==> src/rtl/matmul_mem_bridge.sv <==
// ---------------------------------------------------------------------------
// matmul_mem_bridge
//
// Memory port for the matrix-multiply engine. It turns the engine's
// request/acknowledge protocol (mem_operation code + addr_i + wdata_i, answered
// by a one-cycle mem_opdone) into a single access to a fixed-latency,
// single-port synchronous SRAM.
//
// Handshake: the engine presents a request code on mem_operation (01 = read,
// 11 = write, 00 = idle, 10 = reserved and ignored). The bridge samples it only
// in IDLE. Once it accepts a request, it ignores the engine inputs until it
// pulses mem_opdone for exactly one cycle in ACK. The engine may present its
// next request on the edge where it sees mem_opdone. That request is sampled in
// the IDLE cycle that follows, so each request is issued only once.
//
// FSM: IDLE -> ISSUE -> (write) ACK -> IDLE
//                    -> (read)  WAIT (RD_LAT cycles) -> ACK -> IDLE
//      IDLE -> ACK directly for an out-of-range address. In that case the
//      SRAM is not accessed and err_o is set.
//
// Ports:
//   clk, reset           clock, asynchronous active-high reset
//   mem_operation[1:0]   request code from the engine
//   addr_i[31:0]         word address from the engine
//   wdata_i[DATA_W-1:0]  write data from the engine
//   rdata_o              registered read data; held until the next read
//   mem_opdone           one-cycle completion pulse
//   sram_csb/sram_web    SRAM chip select / write enable (active-low, registered)
//   sram_addr/sram_wdata SRAM address / write data (registered)
//   sram_rdata           SRAM read data
//   err_o                sticky out-of-range flag
//   busy_o               high whenever the FSM is not in IDLE
//   rd_count_o/wr_count_o  saturating success counters. These exist only when
//                          MATMUL_MEM_STATS_EN is defined.
//
// Optional feature macro: MATMUL_MEM_STATS_EN
// ---------------------------------------------------------------------------
module matmul_mem_bridge #(
  parameter int DATA_W = 32,
  parameter int ADDR_W = 10,
  parameter int DEPTH  = 1024,
  parameter int RD_LAT = 1
) (
  input  logic              clk,
  input  logic              reset,
  input  logic [1:0]        mem_operation,
  input  logic [31:0]       addr_i,
  input  logic [DATA_W-1:0] wdata_i,
  output logic [DATA_W-1:0] rdata_o,
  output logic              mem_opdone,
  output logic              sram_csb,
  output logic              sram_web,
  output logic [ADDR_W-1:0] sram_addr,
  output logic [DATA_W-1:0] sram_wdata,
  input  logic [DATA_W-1:0] sram_rdata,
  output logic              err_o,
  output logic              busy_o
`ifdef MATMUL_MEM_STATS_EN
  ,
  output logic [15:0]       rd_count_o,
  output logic [15:0]       wr_count_o
`endif
);

  localparam int CNT_W = $clog2(RD_LAT + 1);
  localparam logic [CNT_W-1:0] LAT_LOAD = CNT_W'(RD_LAT);
  localparam logic [CNT_W-1:0] LAT_LAST = CNT_W'(1);

  typedef enum logic [1:0] {
    IDLE  = 2'd0,
    ISSUE = 2'd1,
    WAIT  = 2'd2,
    ACK   = 2'd3
  } state_t;

  state_t           state;
  logic [CNT_W-1:0] lat_cnt;
  logic             is_wr;     // latched op: 1 = write, 0 = read

`ifdef MATMUL_MEM_STATS_EN
  logic             ack_ok;    // the transaction now in ACK reached the SRAM
`endif

  logic valid_req;
  logic in_range;

  assign valid_req = (mem_operation == 2'b01) || (mem_operation == 2'b11);
  // The range check uses the full 32-bit address. Only the low ADDR_W bits
  // go to the SRAM.
  assign in_range  = (addr_i < 32'(DEPTH));
  assign busy_o    = (state != IDLE);

  always_ff @(posedge clk or posedge reset) begin
    if (reset) begin
      state      <= IDLE;
      lat_cnt    <= '0;
      is_wr      <= 1'b0;
      mem_opdone <= 1'b0;
      rdata_o    <= '0;
      sram_csb   <= 1'b1;
      sram_web   <= 1'b1;
      sram_addr  <= '0;
      sram_wdata <= '0;
      err_o      <= 1'b0;
`ifdef MATMUL_MEM_STATS_EN
      ack_ok     <= 1'b0;
`endif
    end else begin
      case (state)
        IDLE: begin
          mem_opdone <= 1'b0;
          if (valid_req) begin
            is_wr <= mem_operation[1];
            if (in_range) begin
              // Set up the SRAM strobes now, so they are valid for the whole
              // ISSUE cycle.
              state      <= ISSUE;
              sram_csb   <= 1'b0;
              sram_web   <= ~mem_operation[1];
              sram_addr  <= addr_i[ADDR_W-1:0];
              sram_wdata <= wdata_i;
`ifdef MATMUL_MEM_STATS_EN
              ack_ok     <= 1'b1;
`endif
            end else begin
              state      <= ACK;
              mem_opdone <= 1'b1;
              err_o      <= 1'b1;
              if (!mem_operation[1]) begin
                rdata_o <= '0;
              end
`ifdef MATMUL_MEM_STATS_EN
              ack_ok     <= 1'b0;
`endif
            end
          end
        end

        ISSUE: begin
          sram_csb <= 1'b1;
          sram_web <= 1'b1;
          if (is_wr) begin
            state      <= ACK;
            mem_opdone <= 1'b1;
          end else begin
            state   <= WAIT;
            lat_cnt <= LAT_LOAD;
          end
        end

        WAIT: begin
          if (lat_cnt == LAT_LAST) begin
            rdata_o    <= sram_rdata;
            lat_cnt    <= '0;
            state      <= ACK;
            mem_opdone <= 1'b1;
          end else begin
            lat_cnt <= lat_cnt - LAT_LAST;
          end
        end

        ACK: begin
          mem_opdone <= 1'b0;
          state      <= IDLE;
        end

        default: begin
          state      <= IDLE;
          mem_opdone <= 1'b0;
          sram_csb   <= 1'b1;
          sram_web   <= 1'b1;
        end
      endcase
    end
  end

`ifdef MATMUL_MEM_STATS_EN
  // The counters advance at the close of the ACK cycle of a transaction that
  // reached the SRAM. They saturate instead of wrapping.
  always_ff @(posedge clk or posedge reset) begin
    if (reset) begin
      rd_count_o <= '0;
      wr_count_o <= '0;
    end else if (state == ACK && ack_ok) begin
      if (is_wr) begin
        if (wr_count_o != 16'hFFFF) begin
          wr_count_o <= wr_count_o + 16'd1;
        end
      end else begin
        if (rd_count_o != 16'hFFFF) begin
          rd_count_o <= rd_count_o + 16'd1;
        end
      end
    end
  end
`endif

endmodule

==> config.mk <==
export PLATFORM = sky130hd
export DESIGN_NAME = matmul_mem_bridge
export DESIGN_NICKNAME = d
export VERILOG_FILES = /design/src/rtl/matmul_mem_bridge.sv
export SDC_FILE = /design/constraint.sdc
export NUM_CORES = 1
export LEC_CHECK = 0
export BUFFER_PORTS_ARGS = -buffer_cell sky130_fd_sc_hd__buf_4
export CAP_MARGIN = 20
export CORE_MARGIN = 5
export CORE_UTILIZATION = 44
export CTS_CLUSTER_SIZE = 14
export DETAILED_ROUTE_END_ITERATION = 16
export PLACE_DENSITY_LB_ADDON = 0.08
export SYNTH_ARGS = -nofsm -noshare
export SYNTH_HDL_FRONTEND = slang
export SYNTH_SLANG_ARGS = --single-unit
export TNS_END_PERCENT = 100
==> constraint.sdc <==
create_clock -name clk -period 2.9 [get_ports clk]
set_clock_uncertainty 0.1 [all_clocks]
set_input_delay 0.29 -clock clk [delete_from_list [all_inputs] [get_ports clk]]
set_output_delay 0.29 -clock clk [all_outputs]
set_load 0.01 [all_outputs]
=== After elaboration in Yosys (flattened, before gate mapping) ===
Cells that the tools add are included.

* Register bits after elaboration: 82
* Word-level logic and storage cells: 64

* $add $sub $neg: 1
* Order comparisons: 1
* Equal/unequal tests: 12
* Muxes and demuxes: 24
* Bitwise logic cells: 2
* Reductions and logical operators: 14

{| class="wikitable"
|+ Operator list
! cell !! count
|-
| $mux 32 || 4
|-
| $pmux 32 s2 || 1
|-
| $lt 32x11->1 const B || 1
|-
| $ne 2x2->1 const B || 7
|-
| $mux 1 || 11
|-
| $reduce_and 3->1 || 3
|-
| $pmux 2 s4 || 1
|-
| $reduce_and 2->1 || 4
|-
| $reduce_bool 2->1 || 4
|-
| $eq 2x2->1 const B || 3
|-
| $mux 2 || 3
|-
| $pmux 1 s2 || 3
|-
| $reduce_and 5->1 || 1
|-
| $eq 2x1->1 const B || 2
|-
| $pmux 1 s4 || 1
|-
| $logic_not 2->1 || 1
|-
| $not 1->1 || 2
|-
| $logic_or 1x1->1 || 1
|-
| $sub 1x1->1 const B || 1
|}

=== Depth between registers and ports, before layout ===
Gate-level depths: netlist (run 1).

* Depth in word-level cells: 4
* Gate-level depth with buffers: 9
* Mapped depth without buffers: 7

=== Worst setup path after synthesis (run 1) ===
OpenSTA, ideal clock, no wires.

* Kind: register to register
* From: reg state[0]
* To: reg sram_addr[0]
* Setup time: 125 ps
* Data arrival time: 1997 ps
* Slack: 679 ps
* Stages on the path, launching flop included: 8
* Cell sequence: dfrtp_1 > inv_1 > ha_1 > clkbuf_1 > nand2_1 > nor4_4 > buf_6 > mux2_2

* Word-level cells in the longest chain between the ends: 2

{| class="wikitable"
|+ Ends and longest elaborated chain
! what !! line !! RTL
|-
| start, declared || 76 || <nowiki>state_t state;</nowiki>
|-
| start signal, assigned || 95 || <nowiki>state <= IDLE;</nowiki>
|-
| start signal, assigned || 117 || <nowiki>state <= ISSUE;</nowiki>
|-
| start signal, assigned || 126 || <nowiki>state <= ACK;</nowiki>
|-
| $logic_not 2->1 || 109 || <nowiki>case (state)</nowiki>
|-
| $reduce_and 3->1 (no source line) || -- ||
|-
| end signal, assigned || 120 || <nowiki>sram_addr <= addr_i[ADDR_W-1:0];</nowiki>
|-
| end, declared || 53 || <nowiki>output logic [ADDR_W-1:0] sram_addr,</nowiki>
|}

No other way between the ends.
A chain may end at the register's enable or synchronous reset.

=== Final worst setup path (run 1) ===
* From: reg state[0]
* To: reg sram_wdata[7]

* Word-level cells in the longest chain between the ends: 2

{| class="wikitable"
|+ Ends and longest elaborated chain
! what !! line !! RTL
|-
| $logic_not 2->1 || 109 ||
|-
| $reduce_and 3->1 (no source line) || -- ||
|-
| end signal, assigned || 121 || <nowiki>sram_wdata <= wdata_i;</nowiki>
|-
| end, declared || 54 || <nowiki>output logic [DATA_W-1:0] sram_wdata,</nowiki>
|}

No other way between the ends.

==> impl_metrics.tcl, run 1 <==
set metrics [dict create \
    post-cts-setup-buffers 0 \
    r2r_cells 6 \
    final.setup.tns_ns 0 \
    drtAntennaViolNets 0 \
    layout_min_cycle_time_ns 2.146 \
    synth_area_leaders "dfrtp_1 62%, mux2_2 14%, a22o_1 9.0%" \
    fp.dieW_um 95.42 \
    cts_resized 0 \
    start_util_pct 44.74 \
    grt_use_total_pct 18.49 \
    cts_hold_buf 0 \
    crit_required_ns 3.03 \
    area_delta_synth_final_pct 52.46 \
    yosysTopAreaCell "dfrtp_1" \
    drcViolationCount 0 \
    r2r-end "sram_wdata[7]" \
    htree_levels 3 \
    slew_headroom_pct 44.80 \
    synth_top_area_share_pct 62.35 \
    multi_input_area_sq_um 1055 \
    cp-end-kind "flip-flop" \
    clk_latency_ns 0.34 \
    min_period_over_period_pct 73.99 \
    syn_inst 220 \
    grt-ovfl-total 0 \
    ys_seq_area_share_pct 63.99 \
    dp_cells 491 \
    power_mw 3.579 \
    synthArstFlopShare_pct 100.0 \
    finalHoldViolCount 17 \
    layout-drive-gt1-share_pct 60.05 \
    synth_common_cells "80 x dfrtp_1, 40 x mux2_2, 33 x a22o_1" \
    syn-num-nets 323 \
    synth-main-ff-cell "dfrtp_1" \
    p_leak_nw 2.628 \
    stdcell_count 507 \
    clock.fmax_mhz 466.0 \
    die_h_um 95.42 \
    r2r_setup_slack_ns 0.75 \
    final_util_pct 68.21 \
    port_buffers 178 \
    path_clk_slew_ns 0.08 \
    synth_warnings 0 \
    hold_path.class "in -> async" \
    place.gp.congestion 0.7238 \
    wl_um 8158 \
    netlist_area_sq_um 3211 \
    grt_pass1_vias 2637 \
    synth_seq_cells 82 \
    final_net_count 506 \
    root_buffer "clkbuf_8" \
    whs_ns -0.02183 \
    rsz0062_at_grt "false" \
    drt_first_pass_iters 4 \
    fillers 551 \
    ioPinCount 179 \
    cts_sinks 82 \
    synth_cell_types 25 \
    grt.met1_usage_pct 23.69 \
    antenna_cells 0 \
    cts_tree "done" \
    rows 31 \
    violations "negative hold slack" \
    r2r-start "state[0]" \
    slew_violations 0 \
    clock_path_buffers 2 \
    worst_slew_pin_slew_ns 0.8270 \
    setup-violations-final 0 \
    start_kind "flip-flop" \
    antenna_found_initial 0 \
    met3_usage_pct 7.182 \
    grt-busiest-layer "met2" \
    core_region_area_sq_um 7176 \
    critPathMaxFanout 46 \
    status "complete, but fails checks" \
    power_density_nw_per_um2 731.1 \
    grtUsageMet2_pct 29.15 \
    ir_worst_vdd_v 0.0004048 \
    synth_edf_count 0 \
    cts_made_buffers 9 \
    routed_via_density 4.994 \
    drtIter0Drc 83 \
    seq_area_sq_um 2054 \
    dp_hpwl_um 6199 \
    grt_pass1_wl_um 12880 \
    wl_per_cell_um 16.09 \
    grt_max_degree 49 \
    vias 2532 \
    synthMostInstantiatedCell "dfrtp_1" \
    die_area_sq_um 9105 \
    syn_avg_cell_area_sq_um 14.59 \
    arrival_ns 2.27 \
    worstSetupPathType "reg -> reg" \
    maxCapViolCount 0 \
]
==> cell usage in the layout (no fill, tap or decap), types with 3 or more instances in the layout <==
cell type,n
a22o_1,33
buf_4,181
mux2_2,40
mux2_1,3
dfrtp_1,80
o21ai_0,10
nor2_1,3
nand2_1,5
a31oi_1,3
nor4_1,4
inv_1,6
nand3_1,5
ha_1,3
clkbuf_8,11
==> critical path, cell delays in order, from the launching register on <==
cell	delay, ns
dfrtp_1	0.41
inv_1	0.11
ha_1	0.33
nand2_1	0.19
nor4_4	0.22
buf_12	0.27
mux2_2	0.37
==> where the power goes <==
| group | leakage [nW] | switching (mW) | internal (mW) |
|---|---|---|---|
| clock | 0.112 | 0.405 | 0.535 |
| sequential | 1.09 | 0.127 | 1.34 |
| combinational | 1.42 | 0.569 | 0.598 |
| total | 2.63 | 1.10 | 2.48 |
==> area by class of cell <==
class / instances / share of cell area [%]
sequential: 82 / 41.97
timing repair buffer: 183 / 28.58
multi-input combinational: 120 / 21.55
clock buffer: 11 / 3.093
tap: 99 / 2.531
clock inverter: 5 / 1.713
inverter: 7 / 0.5624
==> layer usage <==
| metal | vias up | wire, um | share of wire, % |
|---|---|---|---|
| li1 | 1178 | - | - |
| met1 | 1225 | 3292 | 40 |
| met2 | 118 | 3860 | 47 |
| met3 | 11 | 863 | 11 |
| met4 | 0 | 142 | 1.7 |
| met5 | - | 0 | 0 |
==> state kept, by name (all words and copies together) (netlist names) <==
signal,flops
lat_cnt,1
rdata_o,32
state,2
sram_web,1
sram_addr,10
is_wr,1
sram_csb,1
err_o,1
sram_wdata,32
mem_opdone,1
==> kinds of logic (layout without fill, tap and decap cells) <==
family	after synthesis	count (layout)	synth area share, %
flip-flops	82	82	63.99
AO/OA/AOI/OAI	53	53	12.63
multiplexers	43	43	15.08
AND/OR/NAND/NOR	21	21	3.858
buffers and inverters	18	206	3.274
adder cells (fa/ha/maj)	3	3	1.169
==> through the flow <==
stage          instance area, sq um  hold slack, ns  worst slack [ns]
2_1_floorplan                  3211          0.2572            0.4049
4_1_cts                        4895        0.008884            0.7550
6_report                       4895        -0.02183            0.7542
3_5_place_dp                   4659          0.3717            0.7328
5_1_grt                        4895         0.03215            0.5603
3_3_place_gp                   4659          0.3623            0.7562
==> how the worst max path moves through the flow <==
stage	from	depth (start not counted)	endpoint
3_3_place_gp	addr_i[30]	5	sram_wdata[10]
3_5_place_dp	addr_i[28]	6	sram_wdata[31]
4_1_cts	state[0]	8	rdata_o[8]
5_1_grt	state[0]	8	rdata_o[6]
2_1_floorplan	reset	1	err_o
6_report	state[0]	6	sram_wdata[7]
(Power assumes the default switching activity.)
==> run 2: changes to the inputs <==
clock period = 2.11 ns   (was 2.9 ns; I/O delays follow)
==> run 2 against run 1 <==
Against the previous run:
- the flow now finishes without violations
- via count rose by 14%
- total power rose by 43%
- fmax rose by 9.0%
- sequential power rose by 38%
- largest cell class is now non-clock buffers
- critical path depth did not move
- combinational power rose by 59%
- setup slack got worse by 0.61 ns
- register-to-register slack got worse by 0.61 ns
- critical endpoint is now sram_wdata[1]
- first-iteration DRC count rose by 14%
- worst hold slack improved by 0.055 ns
==> impl_metrics.tcl, run 2 (synthesis results as in run 1) <==
set metrics [dict create \
    status "complete, no violations" \
    fillers 423 \
    power_frac_clock_pct 24.1 \
    seqPwrFrac_pct 39.6 \
    final_net_count 581 \
    wl_per_cell_um 17.76 \
    swShare_pct 30.82 \
    worst_slew_pin_slew_ns 0.4229 \
    drtIter0Drc 95 \
    p_sw_mw 1.578 \
    crit_required_ns 2.23 \
    slew_headroom_pct 71.80 \
    start_util_pct 44.74 \
    clock.fmax_mhz 507.8 \
    clk_latency_ns 0.34 \
    power_mw 5.121 \
    p_comb_share_pct 36.3 \
    layout_commonest_cell "buf_4" \
    place_ws_ns -0.02941 \
    fp.dieW_um 95.42 \
    place.gp.congestion 0.8507 \
    layout_min_cycle_time_ns 1.969 \
    ir_worst_vdd_v 0.0005184 \
    top_regs "rdata_o: 32 flops, sram_wdata: 32 flops, sram_addr: 10 flops" \
    grt-ovfl-total 0 \
    setup-violations-final 0 \
    p_int_mw 3.543 \
    clock_path_buffers 2 \
    cts_sinks 82 \
    antenna_found_initial 0 \
    antenna_cells 0 \
    area_delta_synth_final_pct 77.08 \
    rows 31 \
    core_region_area_sq_um 7176 \
    die_area_sq_um 9105 \
    arrival_ns 2.09 \
    hold_path.class "in -> reg" \
    routed_via_density 4.981 \
    grt_use_total_pct 22.34 \
    grt_pass1_vias 3121 \
    worstSetupPathType "reg -> reg" \
    drtAntennaViolNets 0 \
    grt_max_degree 83 \
    port_buffers 178 \
    drt_first_pass_iters 4 \
    die_h_um 95.42 \
    rsz0062_at_grt "false" \
    grt_pass1_wl_um 15520 \
    p_leak_nw 2.950 \
    wl_um 10320 \
    root_buffer "clkbuf_8" \
    dp_hpwl_um 6217 \
    worst_slack_ns 0.1406 \
    critPathMaxFanout 23 \
    start_kind "flip-flop" \
    drcViolationCount 0 \
    layout-drive-gt1-share_pct 51.45 \
    vias 2894 \
    ioPinCount 179 \
    cp-end-kind "flip-flop" \
    cts_tree "done" \
    finalHoldViolCount 0 \
    cts_made_buffers 9 \
    path_clk_slew_ns 0.07 \
    power_density_nw_per_um2 900.7 \
    slew_violations 0 \
    htree_levels 3 \
    final_cell_mix "179 x buf_4, 80 x dfrtp_1, 74 x dlygate4sd3_1, 40 x mux2_2, 33 x a22o_1" \
    maxCapViolCount 0 \
    min_period_over_period_pct 93.34 \
]
## run 2: changes by cell type in the layout (fill, tap and decap cells not counted), moves of 2 or more
cell           change
inv_1              -2
dlygate4sd3_1     +74
buf_4              -2
inv_2              +2
## run 2: path summary, 6_finish.rpt
path | depth (start not counted) | to | startpoint | slack, ns
setup / recovery | 6 | sram_wdata[1] | state[1] | 0.14
max in group asynchronous | 4 | sram_web | reset | 1.09
hold reg to reg | 1 | err_o | err_o | 0.39
setup reg to reg | 6 | sram_wdata[1] | state[1] | 0.14
min in group asynchronous | 4 | rdata_o[27] | reset | 0.47
hold / removal | 2 | sram_wdata[1] | wdata_i[1] | 0.03
## run 2: final cells by class
type | count | area [sq um] | area share, %
repair buffers | 258 | 2185 | 38.42
well taps | 99 | 123.9 | 2.179
flip-flops and latches | 82 | 2054 | 36.14
clock inverters | 4 | 76.32 | 1.342
clock buffers | 11 | 141.4 | 2.487
inverters | 7 | 30.03 | 0.5282
multi-input cells | 120 | 1075 | 18.90
## run 2: routing by layer
metal  track usage (%)  part of all wire, %  up-vias
met1             28.06                   41     1401
met5                 0                    0        -
li1                  -                    -     1327
met4             8.649                  1.8        0
met3             6.946                  9.0       18
met2             36.21                   48      148
## run 2: critical path, stage by stage (launching register included)
cell       delay, ns
dfrtp_1         0.43
inv_2           0.11
ha_4            0.20
nand2_4         0.08
nor4_4          0.28
clkbuf_16       0.29
mux2_2          0.36
## run 2: through the flow
stage               utilization, %  instance area, sq um  hold WS, ns  setup TNS (ns)  std cells
finish                       79.23                  5685      0.03365               0        581
global placement             65.60                  4707       0.2650               0        491
detailed placement           65.60                  4707       0.2885         -0.7127        491
global route                 79.23                  5685      0.02367               0        581
CTS                          78.67                  5645    0.0002307               0        578
floorplan                        -                  3244       0.1782         -0.1663        220
## run 2: power by group through the flow
stage                     registers, mW  logic [mW]  clock network, mW
after detailed placement           2.04        1.76                  0
after CTS                          2.03        1.86               1.27
final                              2.03        1.86               1.23
after global placement             2.05        1.70                  0
after floorplan                    2.13       0.878                  0
after global routing               2.06        2.03               1.34
## run 2: timing repair
action / in CTS / in global routing
hold buffers: 72 / 2
endpoints found under the setup margin: 0 / 1
gates resized for setup: 0 / 2
hold endpoints to repair: 151 / 2
buffers inserted: 0 / 0
==> run 3: changes to the inputs <==
ABC_AREA = 1   (was not set)
CORE_UTILIZATION = 46   (was 44)
==> run 3 against run 2 <==
Against the previous run:
- first-iteration DRC count is the same
- routed wire length fell by 1.3%
- total power is 5.4% lower
- critical endpoint is now rdata_o[23]
- largest power group is now combinational cells
==> impl_metrics.tcl, run 3 <==
set metrics [dict create \
    maxCapViolCount 0 \
    slew_headroom_pct 59.36 \
    synth_top_area_share_pct 54.02 \
    syn_inst 463 \
    place.gp.congestion 0.8441 \
    ys_seq_area_share_pct 55.44 \
    power_density_nw_per_um2 847.0 \
    die_area_sq_um 9952 \
    layout_commonest_cell "nand2_1" \
    grt_use_total_pct 20.43 \
    syn_avg_cell_area_sq_um 8.004 \
    slowest_delay_ns 0.38 \
    layout-drive-gt1-share_pct 31.44 \
    routed_via_density 4.586 \
    drtIter0Drc 95 \
    drcViolationCount 0 \
    drt_first_pass_iters 4 \
    seq_area_sq_um 2054 \
    top_regs "rdata_o: 32 flops, sram_wdata: 32 flops, sram_addr: 10 flops" \
    htree_levels 3 \
    netlist_area_sq_um 3706 \
    cts_tree "done" \
    clock.fmax_mhz 518.7 \
    power_mw 4.846 \
    slowest_stage "dfrtp_1" \
    whs_ns 0.07612 \
    start_kind "flip-flop" \
    synthArstFlopShare_pct 100.0 \
    rows 32 \
    wl_per_cell_um 12.91 \
    worstSetupPathType "reg -> reg" \
    arrival_ns 2.05 \
    synth_area_leaders "dfrtp_1 54%, nand2_1 25%, nand3_1 4.5%" \
    synth_seq_cells 82 \
    antenna_cells 0 \
    die_h_um 99.76 \
    setup-violations-final 0 \
    placed_area_sq_um 5114 \
    final_cell_mix "244 x nand2_1, 184 x buf_4, 80 x dfrtp_1, 43 x dlygate4sd3_1, 41 x inv_1" \
    multi_input_area_sq_um 1336 \
    wl_um 10190 \
    dp_hpwl_um 7109 \
    worst_slew_pin_slew_ns 0.6083 \
    status "complete, no violations" \
    fillers 595 \
    synth_common_cells "244 x nand2_1, 80 x dfrtp_1, 42 x inv_1" \
    root_buffer "clkbuf_8" \
    path_clk_slew_ns 0.08 \
    crit_chain "inv_1 -> ha_1 -> inv_2 -> o21ai_4 -> a21oi_4 -> buf_4 -> nand3_1 -> nand2_1" \
    synth_edf_count 0 \
    synthMostInstantiatedCell "nand2_1" \
    design_area_sq_um 5722 \
    rsz0062_at_grt "false" \
    grt-ovfl-total 0 \
    final_net_count 785 \
    cts_sinks 82 \
    start_util_pct 47.47 \
    p_leak_nw 3.472 \
    syn-num-nets 566 \
    ioPinCount 179 \
    fp.dieW_um 99.76 \
    synth-main-ff-cell "dfrtp_1" \
    final_util_pct 73.29 \
    cp-end-kind "flip-flop" \
    min_period_over_period_pct 91.37 \
    slew_violations 0 \
    finalHoldViolCount 0 \
    clk_latency_ns 0.33 \
    area_delta_synth_final_pct 54.39 \
    vias 3618 \
    port_buffers 178 \
    cts_made_buffers 9 \
    grt_max_degree 43 \
    ir_worst_vdd_v 0.0005982 \
    antenna_found_initial 0 \
    post-cts-setup-buffers 0 \
    final.setup.tns_ns 0 \
    grt_pass1_vias 3670 \
    critPathMaxFanout 32 \
    synth_warnings 0 \
    synth_cell_types 24 \
    yosysTopAreaCell "dfrtp_1" \
    hold_path.class "in -> reg" \
    layout_min_cycle_time_ns 1.928 \
    drtAntennaViolNets 0 \
    core_region_area_sq_um 7807 \
    crit_required_ns 2.24 \
    clock_path_buffers 2 \
    grt_pass1_wl_um 16590 \
]
==> run 3: cell count changes in the layout (fill, tap and decap cells not counted), sizes merged, moves of 28 or more <==
cell / change
nand3: +28
a22o: -33
inv: +39
nand2: +243
mux2: -43
dlygate4sd3: -31
==> run 3: worst paths after layout <==
| path | from | endpoint | slack, ns | cells past startpoint |
|---|---|---|---|---|
| max | state[0] | rdata_o[23] | 0.18 | 8 |
| min | mem_operation[1] | is_wr | 0.08 | 3 |
| max reg2reg | state[0] | rdata_o[23] | 0.18 | 8 |
| min reg2reg | lat_cnt | lat_cnt | 0.36 | 1 |
| max in group asynchronous | reset | mem_opdone | 0.89 | 4 |
| min in group asynchronous | reset | is_wr | 0.41 | 3 |
==> run 3: report_power, final <==
part | total (mW) | internal (mW) | switching (mW)
Sequential | 1.89 | 1.77 | 0.119
Clock | 1.01 | 0.435 | 0.576
Combinational | 1.95 | 0.750 | 1.20
Total | 4.85 | 2.95 | 1.89
==> run 3: layer usage <==
layer	track usage (%)	part of all wire, %	vias to the layer above
met5	0	0	-
met4	7.248	1.4	0
met1	25.91	42	1646
met2	34.43	49	138
li1	-	-	1821
met3	4.418	8.1	13
==> run 3: cell families (layout without fill, tap and decap cells) <==
| group | Yosys count | in the layout | synth area share, % |
|---|---|---|---|
| AND/OR/NAND/NOR | 302 | 302 | 33.02 |
| AO/OA/AOI/OAI | 10 | 10 | 2.026 |
| flip-flops | 82 | 82 | 55.44 |
| adder cells (fa/ha/maj) | 3 | 3 | 1.013 |
| buffers and inverters | 66 | 290 | 8.508 |
==> run 3: timing repair <==
item                      4_1_cts  5_1_grt
hold buffers                   43        0
hold endpoints to repair       65        0
gates resized for setup         0        0
==> run 3: area by class of cell <==
type                       count  area share (%)
multi-input combinational    315           23.35
sequential                    82           35.91
timing repair buffer         229           32.36
clock inverter                 7          0.9403
clock buffer                   9           2.165
tap                          102           2.230
inverter                      45           3.040
==> run 3: through the flow <==
step	worst slack, ns	std cells
global route	0.02129	789
global placement	0.2799	730
floorplan	0.4124	463
finish	0.1822	789
CTS	0.1807	789
detailed placement	0.1962	730
==> run 3: critical path: cells and delay by family, from the launching register on <==
| kind | cells | cell delay (ns) |
|---|---|---|
| buffers and inverters | 3 | 0.48 |
| and+or+nand+nor | 2 | 0.18 |
| DFF | 1 | 0.38 |
| AOI/OAI and AO/OA | 2 | 0.28 |
| adders and majority gates | 1 | 0.37 |
